==> config.mk <==
export PLATFORM = sky130hd
export DESIGN_NAME = fetch_stage
export DESIGN_NICKNAME = d
export VERILOG_FILES = /design/src/rtl/riscv_pkg.sv /design/src/rtl/imm_sel_decode.sv /design/src/rtl/fetch_stage.sv
export SDC_FILE = /design/constraint.sdc
export NUM_CORES = 1
export LEC_CHECK = 0
export CAP_MARGIN = 0
export CORE_ASPECT_RATIO = 1.25
export CORE_MARGIN = 2
export CORE_UTILIZATION = 55
export DETAILED_ROUTE_END_ITERATION = 8
export DONT_BUFFER_PORTS = 1
export GPL_ROUTABILITY_DRIVEN = 0
export PLACE_DENSITY = 0.73
export SKIP_LAST_GASP = 1
export SYNTH_ARGS = -nofsm -noshare
export SYNTH_HDL_FRONTEND = slang
export SYNTH_SLANG_ARGS = --single-unit
==> constraint.sdc <==
create_clock -name clk -period 1.6 [get_ports clk]
set_input_delay 0.32 -clock clk [delete_from_list [all_inputs] [get_ports clk]]
set_output_delay 0.32 -clock clk [all_outputs]
set_load 0.01 [all_outputs]
==> src/rtl/riscv_pkg.sv <==
`default_nettype none
// ============================================================================
// Module : riscv_pkg
// Desc   : Shared opcode, immediate-select, NOP and fetch-state definitions.
// Rev    : 1.0  initial release
// ============================================================================
package riscv_pkg;

   localparam logic [6:0] OP_IMM = 7'b0010011;
   localparam logic [6:0] LOAD   = 7'b0000011;
   localparam logic [6:0] JALR   = 7'b1100111;
   localparam logic [6:0] STORE  = 7'b0100011;
   localparam logic [6:0] BRANCH = 7'b1100011;

   localparam logic [1:0] IMM_I = 2'b00;
   localparam logic [1:0] IMM_S = 2'b01;
   localparam logic [1:0] IMM_B = 2'b10;
   localparam logic [1:0] IMM_X = 2'b11;

   localparam logic [31:0] NOP = 32'h0000_0013;

   typedef enum logic [0:0] {
      ST_FETCH = 1'b0,
      ST_HOLD  = 1'b1
   } fetch_state_e;

endpackage
`default_nettype wire

==> src/rtl/imm_sel_decode.sv <==
`default_nettype none
// ============================================================================
// Module : imm_sel_decode
// Desc   : Combinational opcode to immediate-select decode (shared with decode).
// Rev    : 1.0  initial release
// ============================================================================
module imm_sel_decode
   import riscv_pkg::*;
(
   input  logic [6:0] opcode_i,
   output logic [1:0] immSel_o
);

   always_comb begin
      immSel_o = IMM_X;
      case (opcode_i)
         OP_IMM, LOAD, JALR: immSel_o = IMM_I;
         STORE:              immSel_o = IMM_S;
         BRANCH:             immSel_o = IMM_B;
         default:            immSel_o = IMM_X;
      endcase
   end

endmodule
`default_nettype wire

==> src/rtl/fetch_stage.sv <==
`default_nettype none
// ============================================================================
// Module : fetch_stage
// Desc   : PC, instruction-memory request handshake and instruction register.
// Rev    : 1.0  initial release
// ============================================================================
module fetch_stage
   import riscv_pkg::*;
#(
   parameter logic [31:0] RESET_PC = 32'h0000_0000
)(
   input  logic        clk,
   input  logic        rst,
   output logic        imemReq,
   output logic [31:0] imemAddr,
   input  logic        imemValid,
   input  logic [31:0] imemData,
   input  logic        idReady,
   input  logic        redirect,
   input  logic [31:0] redirectPC,
   output logic [31:0] instrOut,
   output logic [31:0] pcOut,
   output logic        instrValid,
   output logic [1:0]  immSel
);

   fetch_state_e state_q, state_d;
   logic [31:0]  pc_q, pc_d;
   logic [31:0]  instr_q, instr_d;
   logic [31:0]  pcout_q, pcout_d;

   logic unused_rpc_bits;
   assign unused_rpc_bits = &{1'b0, redirectPC[1:0]};

   always_ff @(posedge clk) begin
      if (rst) begin
         state_q <= ST_FETCH;
         pc_q    <= RESET_PC;
         instr_q <= NOP;
         pcout_q <= RESET_PC;
      end else begin
         state_q <= state_d;
         pc_q    <= pc_d;
         instr_q <= instr_d;
         pcout_q <= pcout_d;
      end
   end

   always_comb begin
      state_d = state_q;
      pc_d    = pc_q;
      instr_d = instr_q;
      pcout_d = pcout_q;
      case (state_q)
         ST_FETCH: begin
            if (imemValid) begin
               instr_d = imemData;
               pcout_d = pc_q;
               pc_d    = pc_q + 32'd4;
               state_d = ST_HOLD;
            end
         end
         ST_HOLD: begin
            if (idReady) state_d = ST_FETCH;
         end
         default: state_d = ST_FETCH;
      endcase
      // Redirect wins: any word returned this cycle is dropped, held regs untouched.
      if (redirect) begin
         instr_d = instr_q;
         pcout_d = pcout_q;
         pc_d    = {redirectPC[31:2], 2'b00};
         state_d = ST_FETCH;
      end
   end

   assign imemReq    = (state_q == ST_FETCH);
   assign imemAddr   = pc_q;
   assign instrValid = (state_q == ST_HOLD);
   assign instrOut   = instr_q;
   assign pcOut      = pcout_q;

   imm_sel_decode u_imm_sel_decode (
      .opcode_i (instr_q[6:0]),
      .immSel_o (immSel)
   );

endmodule
`default_nettype wire

==> flow_metrics.env, run 1 <==
export IMPL_status="finished, violations left"
export IMPL_violations="setup timing"
export IMPL_clock_latency_ns=0.38
export IMPL_vias=3979
export IMPL_ir_drop_mv=0.699
export IMPL_crit_fanout=7
export IMPL_tightest_slew_ns=0.772
export IMPL_rsz0062_at_grt="true"
export IMPL_portBuffers=0
export IMPL_grt_overflow=0
export IMPL_floorplan_rows=34
export IMPL_track_usage=0.276
export IMPL_drive_above_1_share=0.247
export IMPL_clock_fmax_mhz=565
export IMPL_period_needed_ns=1.77
export IMPL_cellLeakagePower_nw=1.84
export IMPL_antenna_cells=0
export IMPL_fin_ws_ns=-0.170
export IMPL_maxCapViolCount=0
export IMPL_design_core_area_mm2=0.00702
export IMPL_ys_ff_latch=93
export IMPL_vias_per_cell=6.18
export IMPL_utilization=0.706
export IMPL_grt_pass1_wl_um=17300
export IMPL_dp_cells=611
export IMPL_grt_start_max_net_pins=87
export IMPL_ys_async_sr_fraction=0
export IMPL_area_growth_pct=23.5
export IMPL_crit_chain="ha_4 -> and3b_2 -> nand4_4 -> or4_1 -> a311oi_2"
export IMPL_yosysUniqueCellTypes=48
export IMPL_hold_violations=0
export IMPL_dieArea_mm2=0.00800
export IMPL_die_w_um=80.4
export IMPL_synthFlopType="dfxtp_1"
export IMPL_wl_per_cell_um=19.3
export IMPL_slew_violations=0
export IMPL_ys_seq_area_frac=0.464
export IMPL_ctsHtreeMaxLevel=3
export IMPL_skew_ns=0.0131
export IMPL_cp_slowest_cell="or4_1"
export IMPL_syn_cell_area_mm2=0.00401
export IMPL_synth_edf_count=0
export IMPL_dr_pass1_iters=5
export IMPL_ant_nets=0
export IMPL_drc=0
export IMPL_powerDensity_mw_per_mm2=945
export IMPL_relSlewSlack=0.484
export IMPL_place_hpwl_um=7560
export IMPL_crit_required_ns=1.89
export IMPL_fill_cells=559
export IMPL_start_util=0.572
export IMPL_clk_pin_slew_worst_paths_ns=0.11
export IMPL_dieHeight_um=99.5
export IMPL_slowest_delay_ns=0.53
export IMPL_final_cell_area_mm2=0.00496
export IMPL_ys_warn_count=0
export IMPL_grt_pass1_vias=3590
export IMPL_fin_crit_sh=1.11
export IMPL_antenna_found_initial=0
export IMPL_syn_area_per_cell_um2=8.01
export IMPL_cts_tree="built"
export IMPL_cts_root_buffer="clkbuf_8"
export IMPL_netlist_instances=501
export IMPL_stdcell_count=644
export IMPL_cts_sinks=93
export IMPL_pin_count=169
export IMPL_wirelength_um=12500
export IMPL_crit_arrival_ns=2.06
export IMPL_holdCritPathClass="in2reg"
export IMPL_ctsLongestPathBuffers=2
export IMPL_finalNetCount=619
export IMPL_setup_viol=18
export IMPL_placed_cell_area_mm2=0.00445
export IMPL_critPathLaunchType="flip-flop"
export IMPL_criticalPathCategory="reg2reg"
export IMPL_numCtsBuffers=9
export IMPL_timing_hold_ws_ns=0.0159
export IMPL_crit_path_end_kind="flip-flop"
export IMPL_seq_area_mm2=0.00189
export IMPL_drt_iter0_drc=201
export IMPL_multiInputGateArea_mm2=0.00210
## logic make-up (layout without fill, tap and decap cells)
group,after synthesis,after routing,synth area share
and+or+nand+nor,230,232,0.270
AOI/OAI and AO/OA,116,116,0.180
DFF,93,93,0.464
buffers and inverters,48,96,0.0561
xor gates and xnor gates,11,11,0.0240
adders and majority gates,1,1,0.00312
other,1,4,0.000935
muxes,1,1,0.00249
## cell usage in the layout (no fill, tap or decap), types with 5 or more instances in the layout
master    count
inv_1         8
nor2_1       27
or4_1         7
a311oi_2      6
nand4_1       9
nand2_1     134
o31ai_1      11
buf_4        55
dfxtp_1      73
buf_6         9
nand3_1      11
dfxtp_2      17
xor2_1        5
a311oi_1      5
xnor2_1       6
clkbuf_8      9
a211oi_1     12
a21oi_1      64
## area by class of cell
type | count | share of cell area
inverters | 9 | 0.00681
clock buffers | 10 | 0.0257
flip-flops and latches | 93 | 0.382
clock inverters | 6 | 0.0109
repair buffers | 71 | 0.127
multi-input cells | 365 | 0.424
well taps | 90 | 0.0227
## power by group
group | switching [mW] | internal [mW] | leakage, nW | total (mW)
Combinational | 0.364 | 0.245 | 0.983 | 0.609
Sequential | 0.127 | 2.44 | 0.769 | 2.56
Clock | 0.914 | 0.597 | 0.0898 | 1.51
## synthesized netlist by cell type (2+ instances only)
master	instances	share of area
clkbuf_1	26	0.024
nand4_2	2	0.0062
a2111oi_0	2	0.0044
a21oi_1	64	0.080
a211oi_1	12	0.022
o31ai_1	11	0.021
and4_4	2	0.0056
or3_1	3	0.0047
xnor2_1	6	0.013
o21bai_1	2	0.0037
nand2_1	137	0.13
and2_1	2	0.0031
buf_2	3	0.0037
inv_1	8	0.0075
nand3b_1	4	0.0075
dfxtp_1	93	0.46
buf_6	3	0.0084
and3_1	3	0.0047
buf_4	5	0.0094
o21ai_0	5	0.0062
nor4_1	4	0.0062
buf_1	2	0.0019
nand3_1	12	0.015
nor2_1	28	0.026
nand4_1	9	0.014
a31oi_1	2	0.0031
xor2_1	5	0.011
o31a_1	4	0.0087
nor3_1	3	0.0037
or4_1	11	0.021
a311oi_1	11	0.024
## worst max-delay path, delay by kind of cell (launching register included)
| family | cells | cell delay (ns) |
|---|---|---|
| AOI/OAI and AO/OA | 1 | 0.26 |
| adders and majority gates | 1 | 0.13 |
| and+or+nand+nor | 3 | 0.93 |
| DFF | 1 | 0.38 |
## routing by layer
| layer | track usage | share of wire |
|---|---|---|
| met5 | 0 | 0 |
| met4 | 0.0965 | 0.024 |
| met3 | 0.102 | 0.10 |
| met2 | 0.462 | 0.50 |
| met1 | 0.324 | 0.37 |
## final timing paths
check                     from            to  slack [ns]  cells past startpoint
setup reg to reg   imemAddr[2]  imemAddr[30]       -0.17                      5
hold reg to reg   instrOut[20]  instrOut[20]        0.50                      2
setup / recovery   imemAddr[2]  imemAddr[30]       -0.17                      5
hold / removal             rst     pcOut[19]        0.02                      1
## metrics by stage
step	total power, mW	worst slack, ns	TNS (ns)
floorplan	2.95	-0.129	-0.623
global placement	3.09	-0.156	-1.41
detailed placement	3.11	-0.223	-2.15
CTS	4.59	-0.121	-0.832
global route	4.88	-0.270	-2.79
finish	4.68	-0.170	-1.57
## state kept, by name (all words and copies together) (netlist names)
register,cells
instrOut,32
pcOut,30
instrValid,1
imemAddr,30
## what timing repair did
action,4_1_cts,5_1_grt
gates cloned,1,1
hold buffers,1,3
endpoints found under the hold margin,10,51
pin swaps,9,11
setup buffers,5,6
setup endpoints to repair,18,72
gates resized for setup,14,29
(Power assumes the default switching activity.)
==> inputs of run 2 (changes only) <==
Settings changed: GPL_ROUTABILITY_DRIVEN 0 to unset, SKIP_LAST_GASP 1 to unset.
==> run 2 against run 1 <==
Against the previous run:
- the run still ends with setup timing left
- critical endpoint unchanged
- wire length is 1.6% lower
- global-route usage did not move
- sequential share of layout area is 0.14 points higher
- sequential power barely moved
- critical path type unchanged
- combinational power fell by 0.7%
- non-clock buffer count fell by 1
- register-to-register slack worse by 0.02 ns
- first-iteration DRC count is 27% higher
- clock power is essentially flat
- total power is essentially flat
==> flow_metrics.env, run 2 (synthesized netlist as in run 1, its figures left out) <==
export IMPL_period_needed_ns=1.79
export IMPL_fin_ws_ns=-0.186
export IMPL_dieHeight_um=99.5
export IMPL_layout_common_cells="nand2_1 (134), dfxtp_1 (71), a21oi_1 (64)"
export IMPL_tns_ns=-1.55
export IMPL_antenna_cells=0
export IMPL_drt_iter0_drc=256
export IMPL_holdCritPathClass="in2reg"
export IMPL_routed_top_layer="met4"
export IMPL_holdPathEnd="imemAddr[4]"
export IMPL_pin_count=169
export IMPL_clock_latency_ns=0.38
export IMPL_ctsHtreeMaxLevel=3
export IMPL_cts_sinks=93
export IMPL_wl_per_cell_um=19.1
export IMPL_ir_drop_mv=0.694
export IMPL_violations="setup timing"
export IMPL_place_hpwl_um=7560
export IMPL_maxCapViolCount=0
export IMPL_r2r_end="imemAddr[30]"
export IMPL_setup_viol=15
export IMPL_utilization=0.705
export IMPL_hold_violations=0
export IMPL_vias=3953
export IMPL_slew_violations=0
export IMPL_antenna_found_initial=0
export IMPL_criticalPathCategory="reg2reg"
export IMPL_dieArea_mm2=0.00800
export IMPL_die_w_um=80.4
export IMPL_numCtsBuffers=9
export IMPL_grt_overflow=0
export IMPL_clk_pin_slew_worst_paths_ns=0.10
export IMPL_ctsLongestPathBuffers=2
export IMPL_wl_met2_um=6190
export IMPL_gp_congestion=0.840
export IMPL_final_common_cell="nand2_1"
export IMPL_crit_fanout=7
export IMPL_skew_ns=0.0126
export IMPL_timing_hold_ws_ns=0.00790
export IMPL_cts_root_buffer="clkbuf_8"
export IMPL_finalNetCount=618
export IMPL_placed_cell_area_mm2=0.00445
export IMPL_track_usage=0.276
export IMPL_pre_cts_slack_ns=-0.223
export IMPL_rsz0062_at_grt="true"
export IMPL_dp_cells=611
export IMPL_p_total_mw=4.68
export IMPL_grt_pass1_vias=3590
export IMPL_drc=0
export IMPL_relSlewSlack=0.437
export IMPL_cellLeakagePower_nw=1.84
export IMPL_dr_pass1_iters=5
export IMPL_grt_start_max_net_pins=87
export IMPL_rr_worst_depth=5
export IMPL_ant_nets=0
export IMPL_hold_depth=1
export IMPL_crit_required_ns=1.90
export IMPL_tightest_slew_ns=0.841
export IMPL_hold_start="rst"
export IMPL_regToRegSetupSlack_ns=-0.19
export IMPL_critPathLaunchType="flip-flop"
export IMPL_fill_cells=555
export IMPL_m1WireLength_um=4540
export IMPL_portBuffers=0
export IMPL_r2r_start="imemAddr[2]"
export IMPL_wirelength_um=12300
export IMPL_fin_crit_sh=1.12
export IMPL_crit_arrival_ns=2.09
export IMPL_design_core_area_mm2=0.00702
export IMPL_drive_above_1_share=0.251
export IMPL_cts_tree="built"
export IMPL_start_util=0.572
export IMPL_powerDensity_mw_per_mm2=947
export IMPL_final_cell_area_mm2=0.00495
export IMPL_grt_pass1_wl_um=17300
export IMPL_floorplan_rows=34
export IMPL_stdcell_count=643
export IMPL_largest_reg_flops=32
export IMPL_status="finished, violations left"
export IMPL_crit_start="imemAddr[2]"
export IMPL_area_growth_pct=23.3
export IMPL_clock_fmax_mhz=560
export IMPL_dr_wl_met3_um=1180
export IMPL_vias_per_cell=6.15
export IMPL_crit_path_end_kind="flip-flop"
[run 2: worst max-delay path by stage]
stage | endpoint | slack (ns) | cells past startpoint
finish | imemAddr[30] | -0.19 | 5
global route | imemAddr[30] | -0.23 | 5
CTS | imemAddr[16] | -0.12 | 6
detailed placement | imemAddr[16] | -0.22 | 6
global placement | imemAddr[25] | -0.16 | 4
floorplan | imemAddr[26] | -0.13 | 6
[run 2: timing repair]
action / in CTS / in global routing
pin swaps: 9 / 9
endpoints found under the hold margin: 10 / 52
hold buffers: 1 / 2
cloned: 1 / 1
endpoints found under the setup margin: 18 / 59
resized for setup: 15 / 30
buffers inserted: 5 / 6
[run 2: report_power, final]
group	internal (mW)	total, mW	switching [mW]	leakage [nW]
combinational	0.243	0.605	0.361	0.977
clock	0.596	1.51	0.919	0.0898
sequential	2.44	2.56	0.126	0.769
[run 2: routing by layer]
layer  global-route usage  up-vias
met5                    0        -
met2                0.462      220
met3                0.102       34
met4               0.0965        0
met1                0.324     1858
li1                     -     1841
[run 2: layout make-up]
| class | count | area, µm² | area share |
|---|---|---|---|
| flip-flops and latches | 93 | 1900 | 0.384 |
| multi-input cells | 365 | 2100 | 0.425 |
| inverters | 9 | 33.8 | 0.00683 |
| well taps | 90 | 113 | 0.0228 |
| repair buffers | 70 | 618 | 0.125 |
| clock inverters | 6 | 53.8 | 0.0109 |
| clock buffers | 10 | 128 | 0.0258 |
[run 2: worst max-delay path, stage by stage (launching register included)]
cell	delay, ns
dfxtp_4	0.38
ha_4	0.13
and3b_2	0.24
nand4_4	0.18
or4_1	0.53
a311oi_2	0.26
==> inputs of run 3 (changes only) <==
Settings changed: CORE_UTILIZATION 55 to 56, PLACE_DENSITY 0.73 to 0.74.
==> run 3 against run 2 <==
Against the previous run:
- the run still ends with setup timing left
- combinational power is 7.1% lower
- sequential share of layout area is 0.12 points lower
- wire length down 7.4%
- final cell count fell by 0.31%
- critical path type unchanged
- critical endpoint is now imemAddr[27]
==> flow_metrics.env, run 3 (synthesized netlist as in run 1, its figures left out) <==
export IMPL_tns_ns=-0.659
export IMPL_antenna_found_initial=0
export IMPL_start_util=0.579
export IMPL_grt_start_max_net_pins=96
export IMPL_internal_power_mw=3.59
export IMPL_powerDensity_mw_per_mm2=981
export IMPL_drc=0
export IMPL_crit_required_ns=1.88
export IMPL_hold_violations=0
export IMPL_vias_per_cell=6.01
export IMPL_design_core_area_mm2=0.00693
export IMPL_clock_latency_ns=0.35
export IMPL_place_hpwl_um=7420
export IMPL_dieHeight_um=98.6
export IMPL_crit_fanout=5
export IMPL_ant_nets=0
export IMPL_seqPwrFrac=0.526
export IMPL_cts_root_buffer="clkbuf_8"
export IMPL_status="finished, violations left"
export IMPL_ctsHtreeMaxLevel=3
export IMPL_layout_common_cells="nand2_1 (134), dfxtp_1 (73), a21oi_1 (64)"
export IMPL_ir_drop_mv=0.685
export IMPL_grt_pass1_wl_um=16900
export IMPL_p_switching_mw=1.27
export IMPL_floorplan_rows=34
export IMPL_wl_per_cell_um=17.7
export IMPL_violations="setup timing"
export IMPL_hold_depth=1
export IMPL_clock_fmax_mhz=576
export IMPL_criticalPathCategory="reg2reg"
export IMPL_ctsLongestPathBuffers=2
export IMPL_maxCapViolCount=0
export IMPL_fin_crit_sh=1.09
export IMPL_drive_above_1_share=0.245
export IMPL_gp_congestion=0.856
export IMPL_portBuffers=0
export IMPL_die_w_um=79.7
export IMPL_crit_path_end_kind="flip-flop"
export IMPL_finalNetCount=617
export IMPL_crit_arrival_ns=2.01
export IMPL_vias=3855
export IMPL_grt_overflow=0
export IMPL_rr_worst_depth=5
export IMPL_p_comb_frac=0.116
export IMPL_utilization=0.715
export IMPL_cts_tree="built"
export IMPL_dp_cells=610
export IMPL_largest_reg_flops=32
export IMPL_holdCritPathClass="in2reg"
export IMPL_skew_ns=0.0104
export IMPL_numCtsBuffers=9
export IMPL_cts_sinks=93
export IMPL_rsz0062_at_grt="true"
export IMPL_antenna_cells=0
export IMPL_grt_pass1_vias=3491
export IMPL_track_usage=0.269
export IMPL_setup_viol=13
export IMPL_slew_violations=0
export IMPL_area_growth_pct=23.6
export IMPL_pin_count=169
export IMPL_stdcell_count=641
export IMPL_dieArea_mm2=0.00786
export IMPL_drt_iter0_drc=200
export IMPL_critPathLaunchType="flip-flop"
export IMPL_clk_pin_slew_worst_paths_ns=0.09
export IMPL_wirelength_um=11300
export IMPL_fin_ws_ns=-0.137
export IMPL_p_total_mw=4.87
export IMPL_clkPwrFrac=0.358
export IMPL_period_needed_ns=1.74
export IMPL_netSwitchingFraction=0.261
export IMPL_cellLeakagePower_nw=1.84
export IMPL_dr_pass1_iters=5
export IMPL_final_common_cell="nand2_1"
run 3: cell types whose count changed in the layout (fill, tap and decap cells not counted), sizes merged:
cell    delta
bufinv     +2
nand4      -1
inv        -2
clkinv     -1
run 3: timing repair:
item | CTS | global route
pin swaps | 19 | 22
hold endpoints to repair | 0 | 6
hold buffers | 0 | 2
gates resized for setup | 16 | 30
setup endpoints to repair | 18 | 23
buffers inserted | 6 | 7
gates cloned | 0 | 1
run 3: power by group through the flow:
stage | clock, mW | combinational [mW] | sequential (mW)
global placement | 0 | 0.492 | 2.60
floorplan | 0 | 0.306 | 2.65
finish | 1.74 | 0.562 | 2.56
CTS | 1.76 | 0.517 | 2.56
detailed placement | 0 | 0.505 | 2.61
global route | 1.88 | 0.614 | 2.58
run 3: final timing paths:
kind / from / end / slack, ns
hold reg to reg: instrOut[21] / instrOut[21] / 0.50
setup / recovery: imemAddr[13] / imemAddr[27] / -0.14
setup reg to reg: imemAddr[13] / imemAddr[27] / -0.14
hold / removal: rst / imemAddr[2] / 0.03
run 3: stage by stage:
step,setup WS [ns],instance area (µm²),hold slack [ns]
finish,-0.137,4960,0.0272
global route,-0.209,4960,0.000350
CTS,-0.109,4760,0.0112
detailed placement,-0.155,4440,0.393
global placement,-0.114,4440,0.393
floorplan,-0.129,4070,0.438
run 3: cell type report:
cell class,count,area [µm²]
Multi-Input combinational cell,364,2100
Fill cell,545,1970
Sequential cell,93,1900
Timing Repair Buffer,70,602
Clock buffer,10,138
Tap cell,90,113
Clock inverter,5,82.6
Inverter,9,33.8
run 3: critical path: stages, from the launching register on:
cell and delay [ns]:
dfxtp_2 0.36, and4_4 0.28, nand4_4 0.13, buf_4 0.17
or4_4 0.47, a311oi_2 0.24
run 3: per-layer routing:
metal  share of wire  GRT usage  routed length, µm  up-vias
li1                -          -                  -     1840
met1            0.40      0.329               4560     1820
met2            0.50      0.451               5640      174
met3           0.081     0.0861                920       21
met4           0.020     0.0809                226        0
met5               0          0                  0        -
